## src/rtl/pipe_pkg.sv

```systemverilog
// Shared types and constants for the reusable pipeline-stage register.
package pipe_pkg;
  typedef enum logic [1:0] {
    EMPTY = 2'd0,
    BUSY  = 2'd1,
    FULL  = 2'd2
  } pipe_state_t;

  localparam logic [1:0] OCC_EMPTY = 2'd0;
  localparam logic [1:0] OCC_BUSY  = 2'd1;
  localparam logic [1:0] OCC_FULL  = 2'd2;

  localparam int DEF_CTRL_WIDTH = 5;
endpackage

```

## src/rtl/pipe_entry.sv

```systemverilog
// One payload register: load enable, control-field clear, async reset to zero.
module pipe_entry #(
  parameter int WIDTH      = 32,
  parameter int CTRL_WIDTH = 5
) (
  input  logic             CLK,
  input  logic             RST_N,
  input  logic             ld,
  input  logic             clr,
  input  logic [WIDTH-1:0] d,
  output logic [WIDTH-1:0] q
);
  // Mask of the low control bits; empty when CTRL_WIDTH is 0.
  localparam logic [WIDTH-1:0] CMASK =
    (CTRL_WIDTH == 0) ? '0 : ({WIDTH{1'b1}} >> (WIDTH - CTRL_WIDTH));

  always_ff @(posedge CLK or negedge RST_N) begin
    if (!RST_N)   q <= '0;
    else if (clr) q <= q & ~CMASK;
    else if (ld)  q <= d;
  end
endmodule

```

## src/rtl/pipe_stage_reg.sv

```systemverilog
// Pipeline-stage register with valid/ready handshake, flush-to-bubble and an
// optional skid entry so in_ready can come straight from the state flops.
module pipe_stage_reg
  import pipe_pkg::*;
#(
  parameter int WIDTH      = 32,
  parameter int CTRL_WIDTH = DEF_CTRL_WIDTH,
  parameter int SKID       = 1
) (
  input  logic             CLK,
  input  logic             RST_N,
  input  logic             FLUSH,
  input  logic             in_valid,
  output logic             in_ready,
  input  logic [WIDTH-1:0] in_data,
  output logic             out_valid,
  input  logic             out_ready,
  output logic [WIDTH-1:0] out_data,
  output logic [1:0]       occupancy
);
  pipe_state_t      state, state_nxt;
  logic             in_fire, out_fire;
  logic             ld_main, ld_skid, sel_skid, drain;
  logic [WIDTH-1:0] main_d, skid_q;

  assign out_valid = (state != EMPTY);
  assign in_ready  = (SKID != 0) ? (state != FULL) : (!out_valid || out_ready);
  assign in_fire   = in_valid && in_ready;
  assign out_fire  = out_valid && out_ready;

  always_comb begin
    state_nxt = state;
    ld_main   = 1'b0;
    ld_skid   = 1'b0;
    sel_skid  = 1'b0;
    drain     = 1'b0;
    if (FLUSH) begin
      state_nxt = EMPTY;
    end else begin
      case (state)
        EMPTY: if (in_fire) begin
          ld_main   = 1'b1;
          state_nxt = BUSY;
        end
        BUSY: begin
          if (in_fire && out_fire) begin
            ld_main = 1'b1;
          end else if (in_fire && SKID != 0) begin
            ld_skid   = 1'b1;
            state_nxt = FULL;
          end else if (out_fire) begin
            // Clear control bits on drain so an idle stage always shows a NOP.
            drain     = 1'b1;
            state_nxt = EMPTY;
          end
        end
        FULL: if (out_fire) begin
          ld_main   = 1'b1;
          sel_skid  = 1'b1;
          state_nxt = BUSY;
        end
        default: state_nxt = EMPTY;
      endcase
    end
  end

  always_ff @(posedge CLK or negedge RST_N) begin
    if (!RST_N) state <= EMPTY;
    else        state <= state_nxt;
  end

  always_comb begin
    case (state)
      BUSY:    occupancy = OCC_BUSY;
      FULL:    occupancy = OCC_FULL;
      default: occupancy = OCC_EMPTY;
    endcase
  end

  assign main_d = sel_skid ? skid_q : in_data;

  pipe_entry #(.WIDTH(WIDTH), .CTRL_WIDTH(CTRL_WIDTH)) u_main (
    .CLK(CLK), .RST_N(RST_N), .ld(ld_main), .clr(FLUSH || drain),
    .d(main_d), .q(out_data)
  );

  generate
    if (SKID != 0) begin : g_skid
      pipe_entry #(.WIDTH(WIDTH), .CTRL_WIDTH(CTRL_WIDTH)) u_skid (
        .CLK(CLK), .RST_N(RST_N), .ld(ld_skid), .clr(FLUSH),
        .d(in_data), .q(skid_q)
      );
    end else begin : g_noskid
      assign skid_q = '0;
    end
  endgenerate
endmodule

```

## config.mk

```make
export PLATFORM = sky130hd
export DESIGN_NAME = pipe_stage_reg
export DESIGN_NICKNAME = d
export VERILOG_FILES = /design/src/rtl/pipe_pkg.sv /design/src/rtl/pipe_entry.sv /design/src/rtl/pipe_stage_reg.sv
export SDC_FILE = /design/constraint.sdc
export NUM_CORES = 1
export LEC_CHECK = 0
export CORE_MARGIN = 2
export CORE_UTILIZATION = 49
export DETAILED_ROUTE_END_ITERATION = 12
export HOLD_SLACK_MARGIN = 0.06
export PLACE_DENSITY = 0.79
export SLEW_MARGIN = 20
export SYNTH_ARGS = -nofsm -noshare
export SYNTH_HDL_FRONTEND = slang
export SYNTH_SLANG_ARGS = --single-unit
export TNS_END_PERCENT = 1
```

## constraint.sdc

```tcl
create_clock -name CLK -period 2.5 [get_ports CLK]
set_input_delay 0.625 -clock CLK [delete_from_list [all_inputs] [get_ports CLK]]
set_output_delay 0.625 -clock CLK [all_outputs]
set_load 0.02 [all_outputs]
```

==> flow_metrics.py <==
metrics = {
    "critical_path": {
        "cp_top_family": "buffers and inverters",
        "cp.required_ns": 1.88,
        "r2r-start": "state[0]",
        "setup.worst_path.start": "state[0]",
        "critPathMaxFanout": 9,
        "crit_type": "flop to primary output",
        "worst_ep_arrival_time_ns": 1.75,
        "worstPathCellList": "and2b_1 -> clkdlybuf4s50_1",
        "path_depth": 2,
        "critPathSlowestCell": "clkdlybuf4s50_1",
        "start_kind": "flop",
        "crit_path_max_incr_delay_ns": 0.61,
        "end_kind": "primary output",
        "rr_worst_depth": 4,
        "cp_num_buf_inv": 1,
    },
    "grt": {
        "grt_max_degree": 45,
        "grt_pass1_vias": 1948,
        "grt.total_usage_pct": 19.0,
        "overflow": 0,
        "antenna_found_initial": 0,
        "grt_pass1_wl_mm": 9.32,
    },
    "timing": {
        "timing.fmax_ghz": 0.422,
        "finalSetupViolCount": 0,
        "fin_hold_ws_ns": 0.268,
        "slew_violations": 0,
        "hold_violations": 0,
        "period_share_pct": 94.8,
        "worst_pin_slew_ns": 0.538,
        "slew_headroom_pct": 64.1,
        "tns_ns": 0,
        "grt_setup_unrepaired": "false",
        "fin_crit_ns": 2.37,
        "finalClockSkew_ns": 0.00616,
    },
    "detailed_routing": {
        "drt_wl_total_mm": 5.75,
        "remaining_drc_errors": 0,
        "viasPerCell": 5.28,
        "drtAntennaViolNets": 0,
        "drt_iter0_drc": 38,
        "wl_per_cell_um": 16.1,
        "via_count": 1884,
        "firstDrtPassIters": 4,
    },
    "synth": {
        "syn_area_sq_um": 2950,
        "ys_seq_area_share_pct": 56.0,
        "synth_top_area_cell": "dfrtp_1",
        "synth_top_flop_cell": "dfrtp_1",
        "synth_top_area_share_pct": 56.0,
        "syn_avg_cell_area_sq_um": 15.2,
        "yosys.cell_types.count": 24,
        "synth_area_leaders": "dfrtp_1, mux2_1, mux2_2, a22o_1, buf_4",
        "yosys_warnings": 0,
        "syn_nets": 231,
        "netlist_instances": 194,
        "synth-seq-cells": 66,
        "synth-edff-count": 0,
        "async_flop_share_pct": 100,
    },
    "power": {
        "p_per_area_nw_per_um2": 713,
        "pwr-share-seq_pct": 49.4,
        "clkPwrFrac_pct": 25.3,
        "power.internal_mw": 2.06,
        "comb_power_share_pct": 25.3,
        "vdd.ir_drop.worst_mv": 0.421,
        "p_switching_mw": 0.785,
        "sw_frac_of_total_pct": 27.6,
        "power_leakage_nw": 1.70,
    },
    "placement": {
        "finalWeightedCongestion": 0.755,
        "dp_hpwl_mm": 4.02,
        "port_buffers": 72,
    },
    "floorplan": {
        "boundaryPins": 73,
        "rows": 28,
        "die_x_um": 81.6,
        "start_util_pct": 50.1,
        "dieArea_sq_um": 6660,
        "dieHeight_um": 81.6,
        "core_sq_um": 5890,
    },
    "clocking": {
        "h-tree-depth": 3,
        "cts.sinks": 66,
        "cts_hold_buf": 0,
        "clk_latency_ns": 0.33,
        "clkTransAtPathRegs_ns": 0.07,
        "cts_tree": "yes",
        "ctsResizeCount": 0,
        "post_cts_buffers": 0,
        "cts_buffers": 9,
        "cts_buffer_depth": 2,
        "clockRootBuffer": "clkbuf_8",
    },
    "finish": {
        "final_util_pct": 67.7,
        "drive_gt1_share_pct": 22.3,
        "nets": 315,
        "area_delta_synth_final_pct": 35.0,
        "antennaDiodeCount": 0,
    },
    "worst_hold_path": {
        "hold_class": "input pin to async pin",
    },
    "job": {
        "max-cap-violations": 0,
    },
    "outcome": {
        "status": "completed",
    },
}
-- cell usage in the layout (no fill, tap or decap), drive strengths merged --
cell,count
clkinv,2
nor2b,1
buf,13
o21a,1
mux2i,1
clkbuf,12
and3,1
clkinvlp,1
nor4bb,1
a22o,10
dfrtp,66
and2b,1
nand2,1
nor2,2
or3b,1
clkdlybuf4s50,71
a31oi,1
o32ai,1
mux2,86
nand3b,1
inv,3
or2,2
a21o,1
a21oi,1
o211a,1
-- cell usage after synthesis (2+ instances only) --
master / n
mux2_1: 54
mux2_2: 32
nor2_1: 2
inv_1: 3
dfrtp_1: 66
or2_2: 2
a22o_1: 10
buf_4: 6
buf_2: 2
buf_6: 3
-- routing by layer --
layer	up-vias	part of all wire (%)	track usage (%)
met4	0	1.6	8.00
met3	10	4.7	5.38
met2	45	47	28.8
met1	956	47	25.7
li1	873	-	-
met5	-	0	0
-- final timing paths --
kind                                  endpoint  slack (ns)
min in group CLK           g_skid.u_skid.q[11]        0.49
max                               occupancy[0]        0.13
max reg2reg                       u_main.q[26]        0.58
max in group asynchronous   g_skid.u_skid.q[3]        1.61
min reg2reg                g_skid.u_skid.q[11]        0.49
min                               u_main.q[11]        0.27
-- worst reg2reg max path, stage by stage (launching register included) --
cell,delay [ns]
dfrtp_1,0.51
nor4bb_4,0.38
buf_4,0.31
mux2_1,0.35
mux2_2,0.26
-- final cells by class --
type                    instances  area (sq um)
clock buffers                  12           135
clock inverters                 3          17.5
fillers                       452          1900
inverters                       3          11.3
multi-input cells             114          1220
flip-flops and latches         66          1650
well taps                      75          93.8
repair buffers                 84           856
-- stage by stage --
stage	worst slack (ns)	instance area (sq um)	cells	power, mW
final	0.129	3980	357	2.84
after detailed placement	0.0141	3830	342	2.15
after CTS	0.0856	3980	357	2.88
after floorplan	0.629	2950	194	1.77
after global placement	0.0660	3830	342	2.13
after global routing	0.0359	3980	357	3.01
-- power groups by stage --
stage	clock [mW]	combinational, mW	sequential (mW)
after floorplan	0	0.254	1.52
after global placement	0	0.711	1.42
after detailed placement	0	0.727	1.42
after CTS	0.746	0.730	1.41
after global routing	0.804	0.774	1.43
final	0.720	0.718	1.40
-- sequential cells by signal, summed over array words and instances (netlist names) --
signal / cells
g_skid.u_skid.q: 32
u_main.q: 32
state: 2
-- kinds of logic (layout without fill, tap and decap cells) --
logic type | after synthesis | after routing | share of synthesized area, %
AO/OA/AOI/OAI | 16 | 16 | 5.13
buffers and inverters | 14 | 102 | 3.39
flip-flops | 66 | 66 | 56.0
multiplexers | 87 | 87 | 33.1
AND/OR/NAND/NOR | 11 | 11 | 2.37
No activity file was read; power rests on OpenSTA's default activity.
==> edit, RTL diff (same flow settings) <==
The 3 states of `pipe_state_t` get a one-hot encoding in 3 bits.
--- a/src/rtl/pipe_pkg.sv
+++ b/src/rtl/pipe_pkg.sv
@@ -1,9 +1,9 @@
 // Shared types and constants for the reusable pipeline-stage register.
 package pipe_pkg;
-  typedef enum logic [1:0] {
-    EMPTY = 2'd0,
-    BUSY  = 2'd1,
-    FULL  = 2'd2
+  typedef enum logic [2:0] {
+    EMPTY = 3'b001,
+    BUSY  = 3'b010,
+    FULL  = 3'b100
   } pipe_state_t;
 
   localparam logic [1:0] OCC_EMPTY = 2'd0;
Function: no difference found for any inputs over 4 cycles, from zero or initial values and one cycle with RST_N low; so few cycles prove little.
==> edit against the unedited design <==
- synthesized area up 4.3%
- non-clock buffer count increased by 1
- power is 5.0% higher
- sequential cell count increased by 1
- wire length up 15%
- worst hold slack improved by 0.012 ns
- setup slack got worse by 0.025 ns
- utilization grew 1.6 points
- global-route usage is 1.9 points higher
- cell area is 4.1% higher
- largest cell class unchanged
==> edit: results <==
[drt]
via_per_inst = 5.34
routed_wl_um = 6600
firstDrtPassIters = 4
dr.first_iter.drc_count = 90

[layout]
nets = 381
antennaDiodeCount = 0
top_regs = "g_skid.u_skid.q (32), u_main.q (32), state (3)"
fillers = 474
drive_gt1_share_pct = 27.9

[place]
post-dp-hpwl_um = 4330
place_congestion = 0.803
io_buffers = 72

[power_and_ir_drop]
irDropWorstVdd_uv = 468
p_leak_uw = 0.00189
internal_power_uw = 2170

[synth]
synth_seq_area_share_pct = 54.5
async_flop_share_pct = 100
yosysWarnings = 0
yosys-top-cells-count = "84 x nand2_1, 66 x dfrtp_1, 58 x mux2_2"
synth_compound_area_share_pct = 5.20
yosys-top-cells-area = "dfrtp_1 54%, mux2_2 21%, nand2_1 10%"
synth_nets = 302
synth_mux_area_share_pct = 21.9
synthXorXnorAreaFrac_pct = 0.284
synthAdderAreaFrac_pct = 0
yosys.cell_types.count = 31
ys.flop_type = "dfrtp_1"

[clock_tree]
h-tree-depth = 3
clk-insertion-delay-late_ns = 0.34
cts_buffers = 9
clockBufferDepth = 2
cts_setup_buffers = 0
cts.clk_slew.worst_paths_ns = 0.08
cts_resized = 1
root_buffer = "clkbuf_8"

[worst_setup_path]
cp.arrival_ns = 1.77
worst-path-max-fanout = 10
slowest_delay_ns = 0.66
worst_path_max_delay_cell = "dfstp_2"

[global_route]
grt_pass1_wl_um = 11600
antenna_found_initial = 0
grt_pass1_vias = 2413
grt_usage_pct = 20.9
grt_max_degree = 68

[outcome]
status = "completed"

[sta]
skew_ns = 0.0108
relSlewSlack_pct = 56.7

[hold_path]
timing.hold.worst.class = "input pin to async pin"
-- edit: path summary, 6_finish.rpt --
kind                                     startpoint  slack [ns]                  end  cells after the start
worst max-delay path                       state[0]        0.10            out_valid                      2
worst min-delay path                          RST_N        0.28  g_skid.u_skid.q[22]                      2
worst max register to register             state[1]        0.57         u_main.q[27]                      5
worst min register to register  g_skid.u_skid.q[26]        0.48  g_skid.u_skid.q[26]                      2
max in group asynchronous                     RST_N        1.88             state[0]                      2
min in group CLK                g_skid.u_skid.q[26]        0.48  g_skid.u_skid.q[26]                      2
-- edit: logic make-up after synthesis --
group,Yosys count
buffers and inverters,19
xor gates and xnor gates,1
DFF,67
AOI/OAI and AO/OA,19
and+or+nand+nor,99
muxes,60
-- edit: area by class of cell --
type,instances,share of cell area (%)
Clock buffer,9,2.99
Clock inverter,6,2.17
Inverter,2,0.181
Multi-Input combinational cell,179,31.4
Sequential cell,67,40.5
Tap cell,75,2.26
Timing Repair Buffer,85,20.5
-- edit: power groups by stage --
stage	Clock, uW	Combinational [uW]	Sequential, uW
floorplan	0	209	1450
global placement	0	667	1340
detailed placement	0	681	1340
CTS	1010	684	1330
global route	1050	727	1350
finish	982	675	1330
-- edit: per-layer routing --
metal / vias up / routed length, um / GRT usage (%)
met3: 8 / 365 / 7.95
li1: 1056 / - / -
met4: 0 / 62 / 5.22
met2: 66 / 3230 / 33.9
met5: - / 0 / 0
met1: 1130 / 2950 / 26.3
-- edit: metrics by stage --
step                      cells  hold slack (ns)  setup WS (ns)  instance area, um^2
after global placement      408            0.452        -0.0837                 3930
after CTS                   423            0.292         0.0186                 4140
after global routing        423            0.302         0.0387                 4150
final                       423            0.280          0.104                 4150
after floorplan             265            0.329          0.273                 3080
after detailed placement    408            0.460        -0.0966                 3930
-- edit: worst max-delay path: cells and delay by family (launching register included) --
family                 cells  cell delay (ns)
DFF                        1             0.66
and+or+nand+nor            1             0.45
buffers and inverters      1             0.33
